==> src/rtl/glitch_sweep_sequencer_pkg.sv <==
// Shared widths and FSM state encoding for the glitch sweep sequencer.
package glitch_pkg;

   localparam int DELAY_W = 16;
   localparam int WIDTH_W = 8;

   typedef enum logic [2:0] {
      ST_IDLE      = 3'd0,
      ST_FIRE      = 3'd1,
      ST_WAIT_RISE = 3'd2,
      ST_WAIT_FALL = 3'd3,
      ST_GAP       = 3'd4,
      ST_STEP      = 3'd5,
      ST_DONE      = 3'd6
   } state_t;

endpackage

==> src/rtl/glitch_sweep_sequencer_sweep_axis.sv <==
// One sweep dimension: latches start/step/count on load, walks value and index on advance.
// The index is kept apart from the value so value wrap-around never changes the point count.
module sweep_axis #(
   parameter int W = 8
) (
   input  logic         clk,
   input  logic         rst,
   input  logic         load_i,
   input  logic         advance_i,
   input  logic [W-1:0] start_i,
   input  logic [W-1:0] step_i,
   input  logic [W-1:0] count_i,
   output logic [W-1:0] value_o,
   output logic [W-1:0] index_o,
   output logic         last_o
);

   logic [W-1:0] start_q, start_d;
   logic [W-1:0] step_q, step_d;
   logic [W-1:0] last_idx_q, last_idx_d;
   logic [W-1:0] value_q, value_d;
   logic [W-1:0] index_q, index_d;

   always_comb begin
      start_d    = start_q;
      step_d     = step_q;
      last_idx_d = last_idx_q;
      value_d    = value_q;
      index_d    = index_q;
      if (load_i) begin
         start_d    = start_i;
         step_d     = step_i;
         // A count of zero behaves as a single point
         last_idx_d = (count_i == '0) ? '0 : count_i - W'(1);
         value_d    = start_i;
         index_d    = '0;
      end else if (advance_i) begin
         if (index_q == last_idx_q) begin
            value_d = start_q;
            index_d = '0;
         end else begin
            value_d = value_q + step_q;
            index_d = index_q + W'(1);
         end
      end
   end

   always_ff @(posedge clk or posedge rst) begin
      if (rst) begin
         start_q    <= '0;
         step_q     <= '0;
         last_idx_q <= '0;
         value_q    <= '0;
         index_q    <= '0;
      end else begin
         start_q    <= start_d;
         step_q     <= step_d;
         last_idx_q <= last_idx_d;
         value_q    <= value_d;
         index_q    <= index_d;
      end
   end

   assign value_o = value_q;
   assign index_o = index_q;
   assign last_o  = (index_q == last_idx_q);

endmodule

==> src/rtl/glitch_sweep_sequencer.sv <==
// 2-D delay x width sweep driver for glitch_control (width inner loop, delay outer loop).
// Define SWEEP_FAULT_STOP_EN to end the sweep early when fault_i is seen after a glitch.
module glitch_sweep_sequencer
   import glitch_pkg::*;
#(
   parameter int BUSY_TIMEOUT = 16,
   parameter int ATTEMPT_W    = 24
) (
   input  logic                 clk,
   input  logic                 rst,
   input  logic                 start_i,
   input  logic                 abort_i,
   input  logic [DELAY_W-1:0]   delay_start_i,
   input  logic [DELAY_W-1:0]   delay_step_i,
   input  logic [DELAY_W-1:0]   delay_count_i,
   input  logic [WIDTH_W-1:0]   width_start_i,
   input  logic [WIDTH_W-1:0]   width_step_i,
   input  logic [WIDTH_W-1:0]   width_count_i,
   input  logic [15:0]          gap_i,
   input  logic                 glitch_busy_i,
   input  logic                 fault_i,
   output logic                 fire_o,
   output logic [DELAY_W-1:0]   delay_o,
   output logic [WIDTH_W-1:0]   width_o,
   output logic [ATTEMPT_W-1:0] attempt_cnt_o,
   output logic                 busy_o,
   output logic                 done_o,
   output logic                 fault_hit_o
);

   localparam int TMR_W = $clog2(BUSY_TIMEOUT + 1);
   localparam logic [TMR_W-1:0] TMR_LAST = TMR_W'(BUSY_TIMEOUT - 1);

   state_t               state_q, state_d;
   logic [TMR_W-1:0]     timer_q, timer_d;
   logic [15:0]          gap_cfg_q, gap_cfg_d;
   logic [15:0]          gap_cnt_q, gap_cnt_d;
   logic [ATTEMPT_W-1:0] attempt_q, attempt_d;
   logic                 abort_pend_q, abort_pend_d;
   logic                 fault_hit_q, fault_hit_d;

   logic                 axis_load;
   logic                 step_go;
   logic                 fault_stop;
   logic                 delay_last, width_last;
   logic [DELAY_W-1:0]   delay_idx_unused;
   logic [WIDTH_W-1:0]   width_idx_unused;

`ifdef SWEEP_FAULT_STOP_EN
   assign fault_stop = fault_i && (state_q == ST_WAIT_FALL || state_q == ST_GAP);
`else
   logic fault_unused;
   assign fault_unused = fault_i;
   assign fault_stop   = 1'b0;
`endif

   always_comb begin
      state_d      = state_q;
      timer_d      = timer_q;
      gap_cfg_d    = gap_cfg_q;
      gap_cnt_d    = gap_cnt_q;
      attempt_d    = attempt_q;
      abort_pend_d = abort_pend_q | (abort_i && state_q != ST_IDLE);
      fault_hit_d  = fault_hit_q;
      axis_load    = 1'b0;
      step_go      = 1'b0;
      unique case (state_q)
         ST_IDLE: begin
            if (start_i) begin
               state_d      = ST_FIRE;
               axis_load    = 1'b1;
               gap_cfg_d    = gap_i;
               attempt_d    = '0;
               abort_pend_d = 1'b0;
               fault_hit_d  = 1'b0;
            end
         end
         ST_FIRE: begin
            if (attempt_q != '1) attempt_d = attempt_q + ATTEMPT_W'(1);
            timer_d   = '0;
            gap_cnt_d = '0;
            state_d   = ST_WAIT_RISE;
         end
         ST_WAIT_RISE: begin
            // A glitch that never answers still counts as an attempt; move on without retry
            if (glitch_busy_i)          state_d = ST_WAIT_FALL;
            else if (timer_q == TMR_LAST) state_d = ST_GAP;
            else                        timer_d = timer_q + TMR_W'(1);
         end
         ST_WAIT_FALL: begin
            if (fault_stop) begin
               fault_hit_d = 1'b1;
               state_d     = ST_DONE;
            end else if (!glitch_busy_i) begin
               state_d = ST_GAP;
            end
         end
         ST_GAP: begin
            if (fault_stop) begin
               fault_hit_d = 1'b1;
               state_d     = ST_DONE;
            end else if (gap_cfg_q == '0 || gap_cnt_q == gap_cfg_q - 16'd1) begin
               state_d = ST_STEP;
            end else begin
               gap_cnt_d = gap_cnt_q + 16'd1;
            end
         end
         ST_STEP: begin
            if (abort_pend_q || abort_i || (delay_last && width_last)) begin
               state_d = ST_DONE;
            end else begin
               step_go = 1'b1;
               state_d = ST_FIRE;
            end
         end
         ST_DONE: begin
            abort_pend_d = 1'b0;
            state_d      = ST_IDLE;
         end
         default: state_d = ST_IDLE;
      endcase
   end

   always_ff @(posedge clk or posedge rst) begin
      if (rst) begin
         state_q      <= ST_IDLE;
         timer_q      <= '0;
         gap_cfg_q    <= '0;
         gap_cnt_q    <= '0;
         attempt_q    <= '0;
         abort_pend_q <= 1'b0;
         fault_hit_q  <= 1'b0;
      end else begin
         state_q      <= state_d;
         timer_q      <= timer_d;
         gap_cfg_q    <= gap_cfg_d;
         gap_cnt_q    <= gap_cnt_d;
         attempt_q    <= attempt_d;
         abort_pend_q <= abort_pend_d;
         fault_hit_q  <= fault_hit_d;
      end
   end

   sweep_axis #(.W(DELAY_W)) u_delay_axis (
      .clk       (clk),
      .rst       (rst),
      .load_i    (axis_load),
      .advance_i (step_go && width_last),
      .start_i   (delay_start_i),
      .step_i    (delay_step_i),
      .count_i   (delay_count_i),
      .value_o   (delay_o),
      .index_o   (delay_idx_unused),
      .last_o    (delay_last)
   );

   sweep_axis #(.W(WIDTH_W)) u_width_axis (
      .clk       (clk),
      .rst       (rst),
      .load_i    (axis_load),
      .advance_i (step_go),
      .start_i   (width_start_i),
      .step_i    (width_step_i),
      .count_i   (width_count_i),
      .value_o   (width_o),
      .index_o   (width_idx_unused),
      .last_o    (width_last)
   );

   assign fire_o        = (state_q == ST_FIRE);
   assign busy_o        = (state_q != ST_IDLE);
   assign done_o        = (state_q == ST_DONE);
   assign attempt_cnt_o = attempt_q;
   assign fault_hit_o   = fault_hit_q;

endmodule

==> config.mk <==
export PLATFORM = sky130hd
export DESIGN_NAME = glitch_sweep_sequencer
export DESIGN_NICKNAME = d
export VERILOG_FILES = /design/src/rtl/glitch_sweep_sequencer_pkg.sv /design/src/rtl/glitch_sweep_sequencer_sweep_axis.sv /design/src/rtl/glitch_sweep_sequencer.sv
export SDC_FILE = /design/constraint.sdc
export NUM_CORES = 1
export LEC_CHECK = 0
export CORE_UTILIZATION = 45
export DETAILED_ROUTE_END_ITERATION = 6
export GPL_TIMING_DRIVEN = 0
export MAX_ROUTING_LAYER = met4
export PLACE_DENSITY = 0.67
export SYNTH_ARGS = -nofsm -noshare
export SYNTH_HDL_FRONTEND = slang
export SYNTH_HIERARCHICAL = 1
export SYNTH_SLANG_ARGS = --single-unit
==> constraint.sdc <==
create_clock -name clk -period 3.8 [get_ports clk]
set_input_delay 1.14 -clock clk [delete_from_list [all_inputs] [get_ports clk]]
set_output_delay 1.14 -clock clk [all_outputs]
set_load 0.05 [all_outputs]
==> results of run 1 <==
## where the power goes
part           internal [mW]  switching (mW)  total [mW]  leakage (nW)
clock                  0.955           0.896        1.85         0.302
sequential              2.62           0.572        3.19          2.36
combinational           1.98            2.48        4.46          2.87
## through the flow
step	power [mW]	TNS, ns	instance area [µm²]
2_1_floorplan	6.43	0	10900
3_3_place_gp	7.52	-218.97	12700
3_5_place_dp	7.62	-136.39	12700
4_1_cts	9.52	0	13400
5_1_grt	10.2	0	13400
6_report	9.50	0	13400
## layer usage
metal  wire length (µm)  up-vias
met5                  0        -
met4                459        0
met3               1110       32
met2              13100      193
met1              12000     4373
li1                   -     4388
## state kept, by name (all words and copies together), names as in the netlist, 16 cells and up
name / count
u_delay_axis/value_o: 16
attempt_cnt_o: 24
u_delay_axis/step_q: 16
u_delay_axis/start_q: 16
gap_cfg_q: 16
gap_cnt_q: 16
u_delay_axis/index_o: 16
u_delay_axis/last_idx_q: 16
## worst max-delay path, delay by kind of cell
family / cells / cell delay [ns]
multiplexers: 1 / 0.41
buffers and inverters: 5 / 1.98
AND/OR/NAND/NOR: 2 / 0.37
## path summary, 6_finish.rpt
| check | start | end | slack [ns] |
|---|---|---|---|
| max | start_i | u_width_axis/start_q[5] | 0.22 |
| min | timer_q[4] | timer_q[4] | 0.49 |
| max reg2reg | u_delay_axis/index_o[6] | u_delay_axis/index_o[14] | 0.30 |
| min reg2reg | timer_q[4] | timer_q[4] | 0.49 |
| max in group asynchronous | rst | u_width_axis/index_o[1] | 1.88 |
| min in group asynchronous | rst | u_delay_axis/index_o[12] | 1.11 |
## final cells by class
type                            instances  area share (%)
Tap cell                              319            2.98
Sequential cell                       185            34.5
Timing Repair Buffer                  144            10.8
Buffer                                 50            1.92
Clock inverter                         15            1.49
Multi-Input combinational cell        829            43.4
Antenna cell                            1          0.0187
Clock buffer                           17            3.17
Inverter                               55            1.58
## cell usage in the layout, fill, tap and decap left out, types with 9 or more instances in the layout
cell,Yosys,final
a211oi_1,10,9
a21oi_1,46,46
a22o_1,10,10
a22oi_1,14,14
a31oi_1,15,15
and3_1,16,16
buf_2,7,10
clkbuf_1,33,17
clkbuf_16,0,17
clkbuf_2,1,14
clkdlybuf4s50_1,0,142
dfrtp_1,185,185
ha_1,33,33
inv_1,55,52
mux2_2,66,66
mux2i_1,13,13
nand2_1,80,80
nand2b_1,13,13
nand3_1,40,40
nand4_1,21,21
nor2_1,77,75
nor3_1,29,28
nor4_1,15,14
o21ai_0,64,64
o22ai_1,25,25
o31ai_1,11,11
or3_1,14,14
xnor2_1,67,67
xor2_1,27,27
## cells by family (layout without fill, tap and decap cells)
family	Yosys count	in the layout	synth area share (%)
simple gates	365	365	18.0
buf+inv	109	281	4.20
mux	79	79	8.04
compound gates	255	255	15.4
xor+xnor	94	94	7.58
fa+ha+maj	35	35	4.17
flops	185	185	42.6
other cells	1	2	0.0345
==> results.py, run 1 <==
metrics = {
    "worst_setup_path": {
        "worst-path-max-fanout": 11,
        "path_class": "in -> reg",
        "reg2regPathDepth": 14,
        "slowest_delay_ns": 0.55,
        "crit_chain": "clkdlybuf4s50_1 > nand2_1 > nor3_4 > clkbuf_2 > clkbuf_2 > clkbuf_2 > buf_1 > mux2_2",
        "critPathLaunchType": "input port",
        "required_ns": 4.13,
        "cpMaxStageDelayCell": "buf_1",
        "end_kind": "flop",
        "crit_arrival_ns": 3.91,
        "cp_common_cell": "clkbuf_2",
    },
    "layout": {
        "multi_input_area_mm2": 0.00582,
        "layoutNonFillerInstCount": 1615,
        "post-route-util_pct": 56.8,
        "num-fill-cells": 2108,
        "area_growth_pct": 23.3,
        "drive_gt1_share_pct": 12.7,
        "nets": 1411,
        "seq_area_mm2": 0.00463,
    },
    "drt": {
        "wl_um": 26600,
        "post-route-drc-count": 0,
        "drt-initial-drc-count": 503,
        "dr.pass1.iters": 6,
        "wl_per_cell_um": 16.5,
        "viasPerCell": 5.56,
        "vias": 8986,
        "drtAntennaViolNets": 0,
    },
    "synthesis": {
        "synthArstFlopShare_pct": 100,
        "ys_ff_latch": 185,
        "synthTopCellsByCount": "dfrtp_1 (185), nand2_1 (80), nor2_1 (77), xnor2_1 (67), mux2_2 (66)",
        "synthFlopType": "dfrtp_1",
        "synth-warning-count": 6,
        "seq_area_frac_synth_pct": 42.6,
        "synth_cell_types": 76,
        "syn-num-nets": 1252,
        "synthTopCellsByArea": "dfrtp_1 (43%), mux2_2 (6.8%), xnor2_1 (5.4%)",
        "yosys.area.top_type": "dfrtp_1",
        "synth.most_common_cell": "dfrtp_1",
        "postSynthCellCount": 1123,
        "synth.top_cell.area_share_pct": 42.6,
        "synth_edf_count": 0,
        "syn_area_per_cell_um2": 9.68,
        "syn_area_mm2": 0.0109,
    },
    "cts": {
        "post-cts-setup-buffer-count": 0,
        "hold_buffers": 0,
        "h-tree-depth": 4,
        "cts_buffer_depth": 2,
        "clkSinkCount": 185,
        "clk_latency_ns": 0.45,
        "clock-root-buffer": "clkbuf_16",
        "cts_resized": 18,
        "cts_tree": "yes",
        "cts.clk_slew.worst_paths_ns": 0.07,
        "cts_inserted_buffers": 17,
    },
    "global_route": {
        "grt_pass1_wl_um": 44400,
        "grt_pass1_vias": 8886,
        "grt_overflow_total": 0,
        "top_usage_layer": "met2",
        "antenna_found_initial": 1,
        "track_usage_pct": 23.3,
        "met1_usage_pct": 29.8,
        "grt_max_degree": 71,
        "grt_util_met3_pct": 4.13,
        "use_met2_pct": 37.8,
    },
    "pwr": {
        "p_leak_nw": 5.53,
        "p_per_area_mw_per_mm2": 709,
        "max-vdd-ir-drop_uv": 495,
    },
    "floorplan": {
        "start_util_pct": 46.0,
        "die_y_um": 157,
        "dieArea_mm2": 0.0248,
        "core_mm2": 0.0236,
        "row_count": 56,
        "io_pins": 146,
        "die_w_um": 157,
    },
    "sta": {
        "post-route-period-util_pct": 94.2,
        "postLayoutSetupSlackWorst_ns": 0.222,
        "min_period_ns": 3.58,
        "max_slew.worst_pin.slew_ns": 0.842,
        "slew_viol_final": 0,
        "max_clock_freq_mhz": 279,
        "skew_ns": 0.0136,
        "rsz0062_at_grt": "no",
        "hold_viol": 0,
        "hold_slack_ns": 0.487,
        "slew_headroom_pct": 43.8,
        "setup_viol_count_final": 0,
    },
    "run_status": {
        "outcome": "completed",
    },
    "placement": {
        "placedCellCount": 1586,
        "pre_cts_ws_ns": -1.42,
        "numPortBuffers": 143,
        "routabilityCongestion": 0.864,
        "dp_hpwl_um": 19100,
    },
    "min_path": {
        "hold_depth": 2,
        "min_path_type": "reg -> reg",
    },
    "run": {
        "drv_cap": 0,
    },
}
Power figures use the tool's default switching activity.
==> run 2: changes to the inputs <==
==> constraint.sdc (replaced) <==
create_clock -name clk -period 4.1 [get_ports clk]
set_input_delay 1.23 -clock clk [delete_from_list [all_inputs] [get_ports clk]]
set_output_delay 1.23 -clock clk [all_outputs]
set_load 0.05 [all_outputs]
==> run 2 against run 1 <==
  * Die area stayed put
  * Critical path type unchanged
  * Total power is 7.5% lower
  * Clock skew barely moved
  * Largest cell class unchanged
  * Final cell count grew 0.12%
  * Largest power group unchanged
==> results.py, run 2 (synthesis gave the netlist of run 1 again) <==
metrics = {
    "run_status": {
        "outcome": "completed",
    },
    "worst_setup_path": {
        "crit_cells": 8,
        "end_kind": "flop",
        "required_ns": 4.43,
        "reg2regPathDepth": 14,
        "crit_arrival_ns": 4.22,
        "critPathLaunchType": "input port",
        "cp_common_cell": "clkbuf_2",
        "critical_path.top_delay_family": "buffers and inverters",
        "worst-path-max-fanout": 11,
        "crit_chain": "clkdlybuf4s50_1 > nand2_1 > nor3_2 > clkbuf_2 > clkbuf_2 > clkbuf_2 > buf_1 > mux2_2",
        "critical_path_buf_inv_count": 5,
        "slowest_delay_ns": 0.57,
        "path_class": "in -> reg",
        "cpMaxStageDelayCell": "buf_1",
    },
    "global_route": {
        "grt_pass1_vias": 8861,
        "grt_overflow_total": 0,
        "grt_pass1_wl_um": 44300,
        "antenna_found_initial": 1,
        "grt_max_degree": 71,
        "track_usage_pct": 23.3,
    },
    "drt": {
        "drtAntennaViolNets": 0,
        "viasPerCell": 5.55,
        "drt-initial-drc-count": 513,
        "dr.pass1.iters": 5,
        "post-route-drc-count": 0,
        "vias": 8979,
        "wl_um": 26500,
        "wl_per_cell_um": 16.4,
    },
    "layout": {
        "nets": 1413,
        "mostFrequentLayoutCell": "dfrtp_1",
        "drive_gt1_share_pct": 11.9,
        "num-fill-cells": 2102,
        "area_growth_pct": 23.2,
        "layout_common_cells": "dfrtp_1 (185), clkdlybuf4s50_1 (142), nand2_1 (80)",
        "largest_reg_flops": 24,
        "final_area_mm2": 0.0134,
    },
    "cts": {
        "clock-root-buffer": "clkbuf_16",
        "cts_buffer_depth": 2,
        "cts_inserted_buffers": 17,
        "hold_buffers": 0,
        "clk_latency_ns": 0.45,
        "cts_tree": "yes",
        "clkSinkCount": 185,
        "cts.clk_slew.worst_paths_ns": 0.07,
        "h-tree-depth": 4,
    },
    "placement": {
        "dp_hpwl_um": 19100,
        "numPortBuffers": 143,
        "dpl_cell_area_mm2": 0.0127,
        "routabilityCongestion": 0.864,
    },
    "sta": {
        "max_slew.worst_pin.slew_ns": 0.836,
        "hold_viol": 0,
        "post-route-period-util_pct": 94.8,
        "slew_viol_final": 0,
        "slew_headroom_pct": 44.2,
        "skew_ns": 0.0132,
        "rsz0062_at_grt": "no",
        "setup_viol_count_final": 0,
        "setup_tns_ns": 0,
        "max_clock_freq_mhz": 257,
        "min_period_ns": 3.89,
    },
    "floorplan": {
        "die_y_um": 157,
        "row_count": 56,
        "dieArea_mm2": 0.0248,
        "start_util_pct": 46.0,
        "core_mm2": 0.0236,
        "io_pins": 146,
        "die_w_um": 157,
    },
    "run": {
        "drv_cap": 0,
    },
    "min_path": {
        "min_path_type": "reg -> reg",
        "hold_depth": 2,
    },
    "pwr": {
        "max-vdd-ir-drop_uv": 458,
        "p_per_area_mw_per_mm2": 656,
        "p_leak_nw": 5.50,
    },
}
==> run 2: worst paths after layout <==
check	start	slack, ns	endpoint
worst max register to register	u_delay_axis/index_o[6]	0.42	u_delay_axis/index_o[14]
max in group asynchronous	rst	2.11	u_width_axis/index_o[1]
worst min-delay path	timer_q[4]	0.49	timer_q[4]
min in group asynchronous	rst	1.20	u_delay_axis/index_o[12]
worst max-delay path	start_i	0.21	u_delay_axis/step_q[7]
worst min register to register	timer_q[4]	0.49	timer_q[4]
==> run 2: worst reg2reg max path: cells and delay by family, from the launching register on <==
kind | cells | cell delay [ns]
compound gates | 2 | 0.21
xor+xnor | 1 | 0.20
buf+inv | 2 | 0.80
flops | 1 | 0.45
mux | 1 | 0.20
simple gates | 8 | 1.69
==> run 2: per-stage QoR <==
stage / util (%) / instances / hold WS, ns / setup WS [ns] / power (mW)
after floorplan: - / 1123 / 0.449 / 0.625 / 5.96
after CTS: 56.6 / 1618 / 0.499 / 0.0131 / 8.82
after global routing: 56.7 / 1617 / 0.521 / 0.0388 / 9.43
after detailed placement: 53.9 / 1586 / 0.476 / -1.21 / 7.06
final: 56.7 / 1617 / 0.486 / 0.212 / 8.79
after global placement: 53.8 / 1585 / 0.465 / -1.18 / 6.97
==> run 2: routing by layer <==
metal / GRT usage, % / vias up / wire (µm)
li1: - / 4388 / -
met3: 4.19 / 28 / 1030
met1: 29.7 / 4383 / 12100
met5: - / - / 0
met2: 37.9 / 180 / 13000
met4: 6.47 / 0 / 363
==> run 2: area by class of cell <==
| class | count | area [µm²] | area share [%] |
|---|---|---|---|
| multi-input cells | 829 | 5800 | 43.4 |
| flip-flops and latches | 185 | 4630 | 34.6 |
| repair buffers | 144 | 1460 | 10.9 |
| clock buffers | 17 | 425 | 3.18 |
| well taps | 319 | 399 | 2.98 |
| plain buffers | 52 | 254 | 1.90 |
| inverters | 55 | 211 | 1.58 |
| clock inverters | 15 | 200 | 1.50 |
| diodes | 1 | 2.50 | 0.0187 |
==> run 2: power breakdown <==
part           switching, mW  leakage [nW]  internal [mW]  total [mW]
combinational           2.29          2.85           1.83        4.12
sequential             0.525          2.36           2.42        2.95
clock                  0.829         0.302          0.885        1.71
==> run 2: what timing repair did <==
action                     4_1_cts  5_1_grt
setup endpoints to repair      117       32
resized for setup               10        8
buffers inserted                 0        0
==> run 3: changes to the inputs <==
--- a/config.mk
+++ b/config.mk
@@ -7,7 +7,6 @@
 export LEC_CHECK = 0
 export CORE_UTILIZATION = 45
 export DETAILED_ROUTE_END_ITERATION = 6
-export GPL_TIMING_DRIVEN = 0
 export MAX_ROUTING_LAYER = met4
 export PLACE_DENSITY = 0.67
 export SYNTH_ARGS = -nofsm -noshare
==> run 3 against run 2 <==
  * Total power fell by 0.78%
  * Cell area is 0.99% lower
  * Die area is the same
  * Global-route usage decreased by 1.1 points
  * Critical path type is now reg -> out
  * Non-clock buffer count decreased by 31
  * Fmax is 13% higher
  * Sequential cell count is the same
  * Clock power about the same
  * First-iteration DRC count decreased by 1.6%
  * Register-to-register slack better by 0.36 ns
  * Critical path depth down 4
  * Wire length is 5.2% lower
==> results.py, run 3 (synthesis gave the netlist of run 1 again) <==
metrics = {
    "run_status": {
        "outcome": "completed",
    },
    "min_path": {
        "min_path_type": "reg -> reg",
        "hold_depth": 2,
    },
    "drt": {
        "drtAntennaViolNets": 0,
        "post-route-drc-count": 0,
        "vias": 8871,
        "dr.pass1.iters": 7,
        "wl_per_cell_um": 15.9,
        "drt-initial-drc-count": 505,
        "wl_um": 25100,
        "viasPerCell": 5.60,
    },
    "global_route": {
        "grt_overflow_total": 0,
        "grt_max_degree": 57,
        "track_usage_pct": 22.2,
        "grt_pass1_vias": 8665,
        "antenna_found_initial": 0,
        "grt_pass1_wl_um": 42700,
    },
    "sta": {
        "post-route-period-util_pct": 83.9,
        "slew_headroom_pct": 52.1,
        "rsz0062_at_grt": "no",
        "setup_viol_count_final": 0,
        "hold_viol": 0,
        "slew_viol_final": 0,
        "setup_tns_ns": 0,
        "postLayoutSetupSlackWorst_ns": 0.661,
        "skew_ns": 0.0190,
        "max_slew.worst_pin.slew_ns": 0.711,
        "max_clock_freq_mhz": 291,
        "min_period_ns": 3.44,
    },
    "layout": {
        "area_growth_pct": 21.9,
        "mostFrequentLayoutCell": "dfrtp_1",
        "largest_reg_flops": 24,
        "nets": 1382,
        "diodes": 0,
        "layout_common_cells": "dfrtp_1 (185), clkdlybuf4s50_1 (142), nand2_1 (80)",
        "drive_gt1_share_pct": 11.7,
    },
    "cts": {
        "h-tree-depth": 4,
        "clk_latency_ns": 0.44,
        "post-cts-setup-buffer-count": 0,
        "clkSinkCount": 185,
        "cts.clk_slew.worst_paths_ns": 0.08,
        "hold_buffers": 0,
        "cts_resized": 0,
        "cts_buffer_depth": 2,
        "cts_tree": "yes",
        "clock-root-buffer": "clkbuf_16",
        "cts_inserted_buffers": 17,
    },
    "floorplan": {
        "start_util_pct": 46.0,
        "io_pins": 146,
        "core_mm2": 0.0236,
        "row_count": 56,
        "dieArea_mm2": 0.0248,
        "die_w_um": 157,
        "die_y_um": 157,
    },
    "pwr": {
        "p_leak_nw": 5.45,
        "p_per_area_mw_per_mm2": 658,
        "max-vdd-ir-drop_uv": 451,
    },
    "placement": {
        "numPortBuffers": 143,
        "dp_hpwl_um": 18000,
        "pre_cts_ws_ns": 0.495,
        "routabilityCongestion": 0.871,
    },
    "worst_setup_path": {
        "end_kind": "output pin",
        "critPathLaunchType": "flop",
        "crit_arrival_ns": 2.21,
        "path_class": "reg -> out",
        "required_ns": 2.87,
        "reg2regPathDepth": 9,
        "worst-path-max-fanout": 14,
    },
    "run": {
        "drv_cap": 0,
    },
}
-- run 3: worst max-delay path, stage by stage (launching register included) --
cell and delay [ns]:
dfrtp_1 0.53, nand2b_1 0.46, nand2b_1 0.28, inv_1 0.24, buf_4 0.26
-- run 3: report_power, final --
group          switching [mW]  internal [mW]  total [mW]
logic                    2.19           1.81        4.00
clock network           0.823          0.886        1.71
registers               0.585           2.42        3.01
total                    3.59           5.12        8.72
-- run 3: cell type report --
class / count / area [µm²]
inverters: 55 / 208
fillers: 2132 / 10400
well taps: 319 / 399
flip-flops and latches: 185 / 4630
clock buffers: 17 / 425
multi-input cells: 829 / 5790
clock inverters: 15 / 203
repair buffers: 165 / 1590
-- run 3: stage by stage --
stage	utilization [%]	instances	area, µm²	power [mW]	hold WS [ns]
after floorplan	-	1123	10900	5.96	0.449
after global placement	53.5	1553	12600	6.91	0.465
after detailed placement	53.5	1553	12600	7.01	0.472
after CTS	56.1	1585	13300	8.76	0.500
after global routing	56.1	1585	13300	9.33	0.528
final	56.1	1585	13300	8.72	0.500
-- run 3: worst paths after layout --
path,from,end,slack (ns)
max reg2reg,gap_cfg_q[0],gap_cnt_q[10],0.78
min in group asynchronous,rst,gap_cnt_q[4],1.25
max in group asynchronous,rst,u_delay_axis/index_o[11],2.08
max,state_q[1],fire_o,0.66
min,timer_q[4],timer_q[4],0.50
min reg2reg,timer_q[4],timer_q[4],0.50
-- run 3: per-layer routing --
layer  up-vias  routed length (µm)  GRT usage [%]
met5         -                   0              -
met4         0                 231           5.78
met3        20                 997           3.85
met2       176               12500           36.8
met1      4345               11500           28.0
li1       4330                   -              -
